==> src/rtl/nand_bus_pkg.sv <==
// Shared types and default timing for the NAND bus CE arbiter.
package nand_bus_pkg;

  typedef enum logic [2:0] {
    IDLE,
    SETUP,
    OWN,
    HOLD,
    GAP
  } arb_state_t;

  localparam int NUM_TGT_DEFAULT = 8;
  localparam int T_SETUP_DEFAULT = 2;
  localparam int T_HOLD_DEFAULT  = 2;
  localparam int T_GAP_DEFAULT   = 1;
  localparam int CNT_W_DEFAULT   = 4;

  // Index width for a target count; a single target still needs one bit.
  function automatic int tgt_w(input int n);
    return (n > 1) ? $clog2(n) : 1;
  endfunction

endpackage

==> src/rtl/nand_rr_pick.sv <==
// Combinational round-robin picker: first set bit of elig at or above rr_ptr, wrapping to 0.
module nand_rr_pick #(
  parameter int NUM_TGT = 8,
  parameter int PTR_W   = 3
) (
  input  logic [NUM_TGT-1:0] elig,
  input  logic [PTR_W-1:0]   rr_ptr,
  output logic [PTR_W-1:0]   sel,
  output logic               any
);

  localparam logic [PTR_W:0] NUM_W = (PTR_W + 1)'(NUM_TGT);

  logic [PTR_W:0]   sum;
  logic [PTR_W-1:0] idx;

  // NOTE: every variable written here gets a default first, so no path can infer a latch.
  always_comb begin
    sel = '0;
    any = 1'b0;
    sum = '0;
    idx = '0;
    for (int i = 0; i < NUM_TGT; i++) begin
      sum = {1'b0, rr_ptr} + (PTR_W + 1)'(i);
      if (sum >= NUM_W) sum = sum - NUM_W;
      idx = sum[PTR_W-1:0];
      if (!any && elig[idx]) begin
        any = 1'b1;
        sel = idx;
      end
    end
  end

endmodule

==> src/rtl/nand_bus_ce_arbiter.sv <==
// Round-robin chip-enable arbiter sharing one ONFI NAND bus between NUM_TGT targets.
// Optional ownership watchdog is enabled by defining NAND_ARB_WDOG_EN.
module nand_bus_ce_arbiter
  import nand_bus_pkg::*;
#(
  parameter int NUM_TGT = NUM_TGT_DEFAULT,
  parameter int T_SETUP = T_SETUP_DEFAULT,
  parameter int T_HOLD  = T_HOLD_DEFAULT,
  parameter int T_GAP   = T_GAP_DEFAULT,
  parameter int CNT_W   = CNT_W_DEFAULT
`ifdef NAND_ARB_WDOG_EN
  ,
  parameter int MAX_HOLD = 4096
`endif
) (
  input  logic                        clk,
  input  logic                        rst_n,
  input  logic [NUM_TGT-1:0]          req,
  input  logic                        rel,
  input  logic [NUM_TGT-1:0]          rb_n,
  output logic [NUM_TGT-1:0]          gnt,
  output logic [NUM_TGT-1:0]          cen,
  output logic [tgt_w(NUM_TGT)-1:0]   cur_tgt,
  output logic                        bus_busy,
  output logic [NUM_TGT-1:0]          rb_sync,
  output logic                        wdog_err
);

  localparam int TGT_W = tgt_w(NUM_TGT);

  localparam logic [CNT_W-1:0] SETUP_LOAD = CNT_W'(T_SETUP - 1);
  localparam logic [CNT_W-1:0] HOLD_LOAD  = CNT_W'(T_HOLD - 1);
  localparam logic [CNT_W-1:0] GAP_LOAD   = CNT_W'((T_GAP > 0) ? T_GAP - 1 : 0);
  localparam logic [TGT_W-1:0] LAST_TGT   = TGT_W'(NUM_TGT - 1);

  arb_state_t         state_q, state_d;
  logic [CNT_W-1:0]   cnt_q, cnt_d;
  logic [TGT_W-1:0]   sel_q, sel_d;
  logic [TGT_W-1:0]   rr_q, rr_d;
  logic [NUM_TGT-1:0] cen_d, gnt_d;
  logic               busy_d;

  logic [NUM_TGT-1:0] rb_meta;
  logic [NUM_TGT-1:0] elig;
  logic [TGT_W-1:0]   pick_sel;
  logic               pick_any;

  // rb_n is asynchronous to clk; two flops per bit, reset to "busy".
  always_ff @(posedge clk or negedge rst_n) begin
    if (!rst_n) begin
      rb_meta <= '0;
      rb_sync <= '0;
    end else begin
      rb_meta <= rb_n;
      rb_sync <= rb_meta;
    end
  end

  assign elig = req & rb_sync;

  nand_rr_pick #(
    .NUM_TGT (NUM_TGT),
    .PTR_W   (TGT_W)
  ) u_pick (
    .elig   (elig),
    .rr_ptr (rr_q),
    .sel    (pick_sel),
    .any    (pick_any)
  );

`ifdef NAND_ARB_WDOG_EN
  localparam int WD_W = $clog2(MAX_HOLD + 1);
  logic [WD_W-1:0] wd_q, wd_d;
  logic            err_q, err_d;
`endif

  // NOTE: sequential state uses non-blocking assignments so every flop samples pre-edge values.
  always_ff @(posedge clk or negedge rst_n) begin
    if (!rst_n) begin
      state_q  <= IDLE;
      cnt_q    <= '0;
      sel_q    <= '0;
      rr_q     <= '0;
      cen      <= '1;
      gnt      <= '0;
      bus_busy <= 1'b0;
    end else begin
      state_q  <= state_d;
      cnt_q    <= cnt_d;
      sel_q    <= sel_d;
      rr_q     <= rr_d;
      cen      <= cen_d;
      gnt      <= gnt_d;
      bus_busy <= busy_d;
    end
  end

`ifdef NAND_ARB_WDOG_EN
  always_ff @(posedge clk or negedge rst_n) begin
    if (!rst_n) begin
      wd_q  <= '0;
      err_q <= 1'b0;
    end else begin
      wd_q  <= wd_d;
      err_q <= err_d;
    end
  end

  assign wdog_err = err_q;
`else
  assign wdog_err = 1'b0;
`endif

  always_comb begin
    state_d = state_q;
    cnt_d   = cnt_q;
    sel_d   = sel_q;
    rr_d    = rr_q;
`ifdef NAND_ARB_WDOG_EN
    wd_d    = wd_q;
    err_d   = err_q;
`endif
    case (state_q)
      IDLE: begin
        if (pick_any) begin
          state_d = SETUP;
          cnt_d   = SETUP_LOAD;
          sel_d   = pick_sel;
          rr_d    = (pick_sel == LAST_TGT) ? '0 : pick_sel + TGT_W'(1);
        end
      end
      SETUP: begin
        if (cnt_q != '0) begin
          cnt_d = cnt_q - CNT_W'(1);
        end else if (req[sel_q]) begin
          state_d = OWN;
`ifdef NAND_ARB_WDOG_EN
          wd_d    = '0;
`endif
        end else begin
          // Requester withdrew during setup: close out CE timing without a grant.
          state_d = HOLD;
          cnt_d   = HOLD_LOAD;
        end
      end
      OWN: begin
        if (rel) begin
          state_d = HOLD;
          cnt_d   = HOLD_LOAD;
        end
`ifdef NAND_ARB_WDOG_EN
        else if (wd_q == WD_W'(MAX_HOLD - 1)) begin
          state_d = HOLD;
          cnt_d   = HOLD_LOAD;
          err_d   = 1'b1;
        end else begin
          wd_d = wd_q + WD_W'(1);
        end
`endif
      end
      HOLD: begin
        if (cnt_q != '0) begin
          cnt_d = cnt_q - CNT_W'(1);
        end else if (T_GAP > 0) begin
          state_d = GAP;
          cnt_d   = GAP_LOAD;
        end else begin
          state_d = IDLE;
        end
      end
      GAP: begin
        if (cnt_q != '0) cnt_d = cnt_q - CNT_W'(1);
        else             state_d = IDLE;
      end
      default: state_d = IDLE;
    endcase
  end

  // Outputs are decoded from the next state and registered, so cen/gnt come straight off flops.
  always_comb begin
    cen_d  = '1;
    gnt_d  = '0;
    busy_d = 1'b0;
    case (state_d)
      SETUP, HOLD: begin
        cen_d[sel_d] = 1'b0;
        busy_d       = 1'b1;
      end
      OWN: begin
        cen_d[sel_d] = 1'b0;
        gnt_d[sel_d] = 1'b1;
        busy_d       = 1'b1;
      end
      default: ;
    endcase
  end

  assign cur_tgt = sel_q;

endmodule

==> config.mk <==
export PLATFORM = sky130hd
export DESIGN_NAME = nand_bus_ce_arbiter
export DESIGN_NICKNAME = d
export VERILOG_FILES = /design/src/rtl/nand_bus_pkg.sv /design/src/rtl/nand_rr_pick.sv /design/src/rtl/nand_bus_ce_arbiter.sv
export SDC_FILE = /design/constraint.sdc
export NUM_CORES = 1
export LEC_CHECK = 0
export BUFFER_PORTS_ARGS = -buffer_cell sky130_fd_sc_hd__buf_2
export CAP_MARGIN = 20
export CORE_UTILIZATION = 55
export CTS_BUF_LIST = sky130_fd_sc_hd__clkbuf_2 sky130_fd_sc_hd__clkbuf_4 sky130_fd_sc_hd__clkbuf_8
export DETAILED_ROUTE_END_ITERATION = 8
export HOLD_SLACK_MARGIN = 0.03
export PLACE_DENSITY = 0.87
export SKIP_LAST_GASP = 1
export SYNTH_ARGS = -nofsm -noshare
export SYNTH_HDL_FRONTEND = slang
export SYNTH_SLANG_ARGS = --single-unit
==> constraint.sdc <==
create_clock -name clk -period 5.2 [get_ports clk]
set_input_delay 0.52 -clock clk [delete_from_list [all_inputs] [get_ports clk]]
set_output_delay 0.52 -clock clk [all_outputs]
set_load 0.05 [all_outputs]
==> impl_metrics.env, run 1 <==
export IMPL_stdcell_area_sq_um=3140
export IMPL_h_tree_depth=2
export IMPL_crit_path_end_kind="register"
export IMPL_worst_r2r_startpoint="rr_q[0]"
export IMPL_place_congestion=0.962
export IMPL_hold_viol=0
export IMPL_synth_area_sq_um=2790
export IMPL_hold_end="rb_meta[6]"
export IMPL_crit_required_ps=5410
export IMPL_crit_chain="inv_1 > ha_1 > inv_1 > mux4_2 > or2_1 > o41a_1 > nor2_2 > a31o_1 > inv_4 > nor3_1"
export IMPL_clock_skew_ps=8.55
export IMPL_r2r_end="gnt[1]"
export IMPL_grt_max_degree=47
export IMPL_grt_pass1_wl_um=11000
export IMPL_cts_tree="done"
export IMPL_wire_per_inst_um=17.7
export IMPL_syn_avg_cell_area_sq_um=10.0
export IMPL_regArea_sq_um=1160
export IMPL_coreArea_sq_um=4820
export IMPL_postCtsResizedCells=0
export IMPL_pin_count=48
export IMPL_antenna_found_initial=0
export IMPL_track_usage=0.271
export IMPL_dieArea_sq_um=5370
export IMPL_fin_setup_tns_ps=0
export IMPL_finalMaxSlewViolations=0
export IMPL_clkLatencyLatePin_ps=300
export IMPL_timing_fmax_ghz=0.247
export IMPL_worst_setup_path_start_kind="register"
export IMPL_portBuffers=46
export IMPL_cts_setup_buffers=0
export IMPL_cpPeakStageDelay_ps=910
export IMPL_synth_seq_area_share=0.416
export IMPL_synth_nets=303
export IMPL_hold_start="rb_n[6]"
export IMPL_crit_type="register to register"
export IMPL_cp_top_family="flip-flops"
export IMPL_first_iter_violations=413
export IMPL_max_cap_violations=0
export IMPL_status="complete, no violations"
export IMPL_num_antenna_cells=0
export IMPL_min_period_over_period=0.778
export IMPL_finalCriticalPeriod_ps=4050
export IMPL_r2r_cells=10
export IMPL_fillerInstances=373
export IMPL_rrSetupSlack_ps=1150
export IMPL_async_reset_ff_frac=1.00
export IMPL_layout_commonest_cell="buf_2"
export IMPL_routed_via_count=2523
export IMPL_ctsHoldBuffers=0
export IMPL_grt_overflow=0
export IMPL_vias_per_cell=6.50
export IMPL_synth_distinct_cells=68
export IMPL_rsz0062_at_grt="false"
export IMPL_critical_path_buf_inv_count=3
export IMPL_cts_clk_slew_worst_paths_ps=90
export IMPL_worstPathArrival_ps=4260
export IMPL_path_max_fanout=27
export IMPL_cts_num_sinks=46
export IMPL_start_util=0.580
export IMPL_synth_edf_count=0
export IMPL_hold_path_class="primary input to register"
export IMPL_die_w_um=73.3
export IMPL_die_y_um=73.3
export IMPL_row_count=25
export IMPL_drc=0
export IMPL_cts_root_buf="clkbuf_8"
export IMPL_synth_seq_cells=46
export IMPL_first_global_vias=2332
export IMPL_cpMostUsedCell="inv_1"
export IMPL_critPathSlowestCell="dfrtp_1"
export IMPL_hpwl_um=4910
export IMPL_ant_nets=0
export IMPL_hold_depth=1
export IMPL_place_area_sq_um=3000
export IMPL_netlist_instances=279
export IMPL_layout_common_cells="buf_2, dfrtp_1, nand2_1"
export IMPL_numCtsBuffers=5
export IMPL_maxSlewHeadroom=0.433
export IMPL_worst_slew_pin_slew_ps=850
export IMPL_ys_flop_type="dfrtp_1"
export IMPL_first_pass_iters=6
export IMPL_multi_input_area_sq_um=1480
export IMPL_ys_warn_count=0
export IMPL_syn2layout_area_growth_pct=12.6
export IMPL_setup_viol=0
export IMPL_nNetsFinal=344
export IMPL_routed_wl_um=6870
export IMPL_clk_path_buf_depth=2
export IMPL_drive_gt1_frac=0.280
## routing by layer
metal	track usage	vias up	routed length [um]
li1	-	1121	-
met1	0.353	1219	2610
met2	0.449	148	3500
met3	0.0384	35	488
met4	0.122	0	271
met5	0	-	0
## Yosys cell counts, types with 6 or more instances
| library cell | count | area [sq um] |
|---|---|---|
| inv_1 | 9 | 33.8 |
| nand2_1 | 25 | 93.8 |
| a21oi_1 | 12 | 60.1 |
| nor2_1 | 21 | 78.8 |
| nor3_1 | 12 | 60.1 |
| o211ai_1 | 8 | 60.1 |
| dfstp_2 | 8 | 210 |
| o21a_1 | 8 | 60.1 |
| o31ai_1 | 6 | 45.0 |
| nand3_1 | 13 | 65.1 |
| o21ai_0 | 13 | 65.1 |
| dfrtp_1 | 38 | 951 |
| mux4_2 | 6 | 135 |
| mux2i_1 | 6 | 60.1 |
## how the worst max path moves through the flow
stage,startpoint,end,cells past startpoint
2_1_floorplan,rr_q[1],gnt[4],13
3_3_place_gp,rr_q[0],gnt[1],9
3_5_place_dp,rr_q[0],gnt[1],10
4_1_cts,rr_q[0],gnt[1],10
5_1_grt,rr_q[0],gnt[1],10
6_report,rr_q[0],gnt[1],10
## final cells by class
class                           instances  area share
Inverter                               12      0.0151
Multi-Input combinational cell        207       0.470
Timing Repair Buffer                   48      0.0828
Sequential cell                        46       0.369
Tap cell                               67      0.0267
Clock buffer                            6      0.0243
Clock inverter                          2      0.0119
## worst register-to-register path, cell delays in order, from the launching register on
cell and delay [ps]:
dfrtp_1 910, inv_1 150, ha_1 640, inv_1 210, mux4_2 390, or2_1 320
o41a_1 500, nor2_2 160, a31o_1 330, inv_4 110, nor3_1 220
## through the flow
| stage | instances | setup slack (ps) | utilization | hold slack [ps] |
|---|---|---|---|---|
| after detailed placement | 378 | 1220 | 0.623 | 335 |
| after global routing | 388 | 874 | 0.653 | 303 |
| after CTS | 386 | 1190 | 0.646 | 308 |
| final | 388 | 1150 | 0.653 | 313 |
| after floorplan | 279 | 2000 | - | 224 |
| after global placement | 378 | 1480 | 0.623 | 332 |
## kinds of logic (layout without fill, tap and decap cells)
| logic type | count (synthesis) | count (layout) | synth area share |
|---|---|---|---|
| AO/OA/AOI/OAI | 82 | 82 | 0.213 |
| XOR/XNOR | 4 | 4 | 0.0193 |
| adder cells (fa/ha/maj) | 5 | 5 | 0.0224 |
| buffers and inverters | 26 | 68 | 0.0551 |
| flip-flops | 46 | 46 | 0.416 |
| multiplexers | 13 | 13 | 0.0739 |
| other | 1 | 1 | 0.00134 |
| AND/OR/NAND/NOR | 102 | 102 | 0.199 |
## sequential cells by signal, summed over array words and instances (netlist names)
register,flops
bus_busy,1
cen,8
cnt_q,4
cur_tgt,3
gnt,8
rb_meta,8
rb_sync,8
rr_q,3
state_q,3
Power of run 1 is not shown: default switching activity piles up to over one toggle a cycle in this logic, so the estimate is an artifact.
==> run 2, diff against run 1 <==
==> constraint.sdc (replaced) <==
create_clock -name clk -period 4.1 [get_ports clk]
set_input_delay 0.41 -clock clk [delete_from_list [all_inputs] [get_ports clk]]
set_output_delay 0.41 -clock clk [all_outputs]
set_load 0.05 [all_outputs]
==> impl_metrics.env, run 2 (synthesis gave the netlist of run 1 again) <==
export IMPL_status="complete, no violations"
export IMPL_rsz0062_at_grt="false"
export IMPL_grt_pass1_wl_um=10600
export IMPL_first_global_vias=2275
export IMPL_track_usage=0.265
export IMPL_dp_cells=380
export IMPL_clkLatencyLatePin_ps=300
export IMPL_die_y_um=73.3
export IMPL_crit_required_ps=4310
export IMPL_num_antenna_cells=0
export IMPL_worst_slew_pin_slew_ps=655
export IMPL_multi_input_area_sq_um=1480
export IMPL_max_cap_violations=0
export IMPL_regArea_sq_um=1160
export IMPL_r2r_end="gnt[1]"
export IMPL_grt_overflow=0
export IMPL_clk_path_buf_depth=2
export IMPL_layout_common_cells="buf_2, dfrtp_1, nand2_1"
export IMPL_hold_slack_ps=208
export IMPL_crit_type="register to register"
export IMPL_ant_nets=0
export IMPL_nNetsFinal=346
export IMPL_worstPathArrival_ps=3920
export IMPL_drive_gt1_frac=0.285
export IMPL_syn2layout_area_growth_pct=14.2
export IMPL_coreArea_sq_um=4820
export IMPL_postCtsResizedCells=0
export IMPL_grt_max_degree=47
export IMPL_routed_via_count=2401
export IMPL_fin_setup_tns_ps=0
export IMPL_critPathSlowestCell="ha_1"
export IMPL_pin_count=48
export IMPL_timing_fmax_ghz=0.270
export IMPL_portBuffers=46
export IMPL_fin_cells=390
export IMPL_crit_chain="inv_1 > ha_1 > inv_1 > mux4_2 > or2_1 > o41a_1 > nor2_2 > a31o_1 > inv_4 > nor3_1"
export IMPL_hold_depth=1
export IMPL_cp_top_family="compound AO/OA/AOI/OAI gates"
export IMPL_h_tree_depth=2
export IMPL_path_max_fanout=13
export IMPL_cts_tree="done"
export IMPL_crit_path_end_kind="register"
export IMPL_rrSetupSlack_ps=390
export IMPL_cts_root_buf="clkbuf_8"
export IMPL_wire_per_inst_um=17.0
export IMPL_drc=0
export IMPL_first_iter_violations=244
export IMPL_hpwl_um=4970
export IMPL_clock_skew_ps=5.28
export IMPL_min_period_over_period=0.905
export IMPL_place_area_sq_um=3020
export IMPL_stdcell_area_sq_um=3190
export IMPL_cts_num_sinks=46
export IMPL_maxSlewHeadroom=0.563
export IMPL_finalMaxSlewViolations=0
export IMPL_die_w_um=73.3
export IMPL_layout_commonest_cell="buf_2"
export IMPL_worst_setup_path_start_kind="register"
export IMPL_cts_clk_slew_worst_paths_ps=90
export IMPL_cpMostUsedCell="inv_1"
export IMPL_worst_r2r_startpoint="rr_q[1]"
export IMPL_fillerInstances=391
export IMPL_cp_num_cells=10
export IMPL_r2r_cells=10
export IMPL_numCtsBuffers=5
export IMPL_antenna_found_initial=0
export IMPL_vias_per_cell=6.16
export IMPL_setup_worst_path_end="gnt[1]"
export IMPL_place_congestion=0.952
export IMPL_setup_viol=0
export IMPL_finalCriticalPeriod_ps=3710
export IMPL_first_pass_iters=5
export IMPL_routed_wl_um=6620
export IMPL_dieArea_sq_um=5370
export IMPL_hold_path_class="primary input to register"
export IMPL_crit_start="rr_q[1]"
export IMPL_critical_path_buf_inv_count=3
export IMPL_row_count=25
export IMPL_start_util=0.580
export IMPL_hold_viol=0
export IMPL_cpPeakStageDelay_ps=610
## run 2: how the worst min path moves through the flow
stage | to | startpoint | slack, ps
floorplan | bus_busy | rst_n | 110
global placement | rb_sync[5] | rb_meta[5] | 330
detailed placement | rb_sync[2] | rb_meta[2] | 340
CTS | rb_meta[7] | rb_n[7] | 200
global route | rb_meta[4] | rb_n[4] | 200
finish | rb_meta[4] | rb_n[4] | 210
## run 2: routing by layer
metal  part of all wire  up-vias  global-route usage
li1                   -     1123                   -
met1               0.43     1188               0.354
met2               0.51       77               0.438
met3              0.046       13              0.0370
met4              0.019        0               0.100
met5                  0        -                   0
## run 2: final cells by class
type	instances	share of cell area
repair buffers	50	0.0863
clock inverters	2	0.0188
well taps	67	0.0263
inverters	12	0.0149
flip-flops and latches	46	0.364
clock buffers	6	0.0259
multi-input cells	207	0.464
## run 2: stage by stage
stage | setup slack, ps | util
global placement | 657 | 0.626
CTS | 431 | 0.656
finish | 390 | 0.662
detailed placement | 445 | 0.626
global route | 185 | 0.662
floorplan | 898 | -
## run 2: worst reg2reg max path: cells and delay by family, from the launching register on
family	cells	cell delay, ps
AO/OA/AOI/OAI	2	830
buffers and inverters	3	570
AND/OR/NAND/NOR	3	690
flip-flops	1	530
adder cells (fa/ha/maj)	1	620
multiplexers	1	380
## run 2: timing repair
| item | CTS | global route |
|---|---|---|
| buffers inserted | 0 | 0 |
| endpoints found under the hold margin | 0 | 8 |
| hold buffers | 0 | 1 |
Power of run 2 is left out for the same reason.
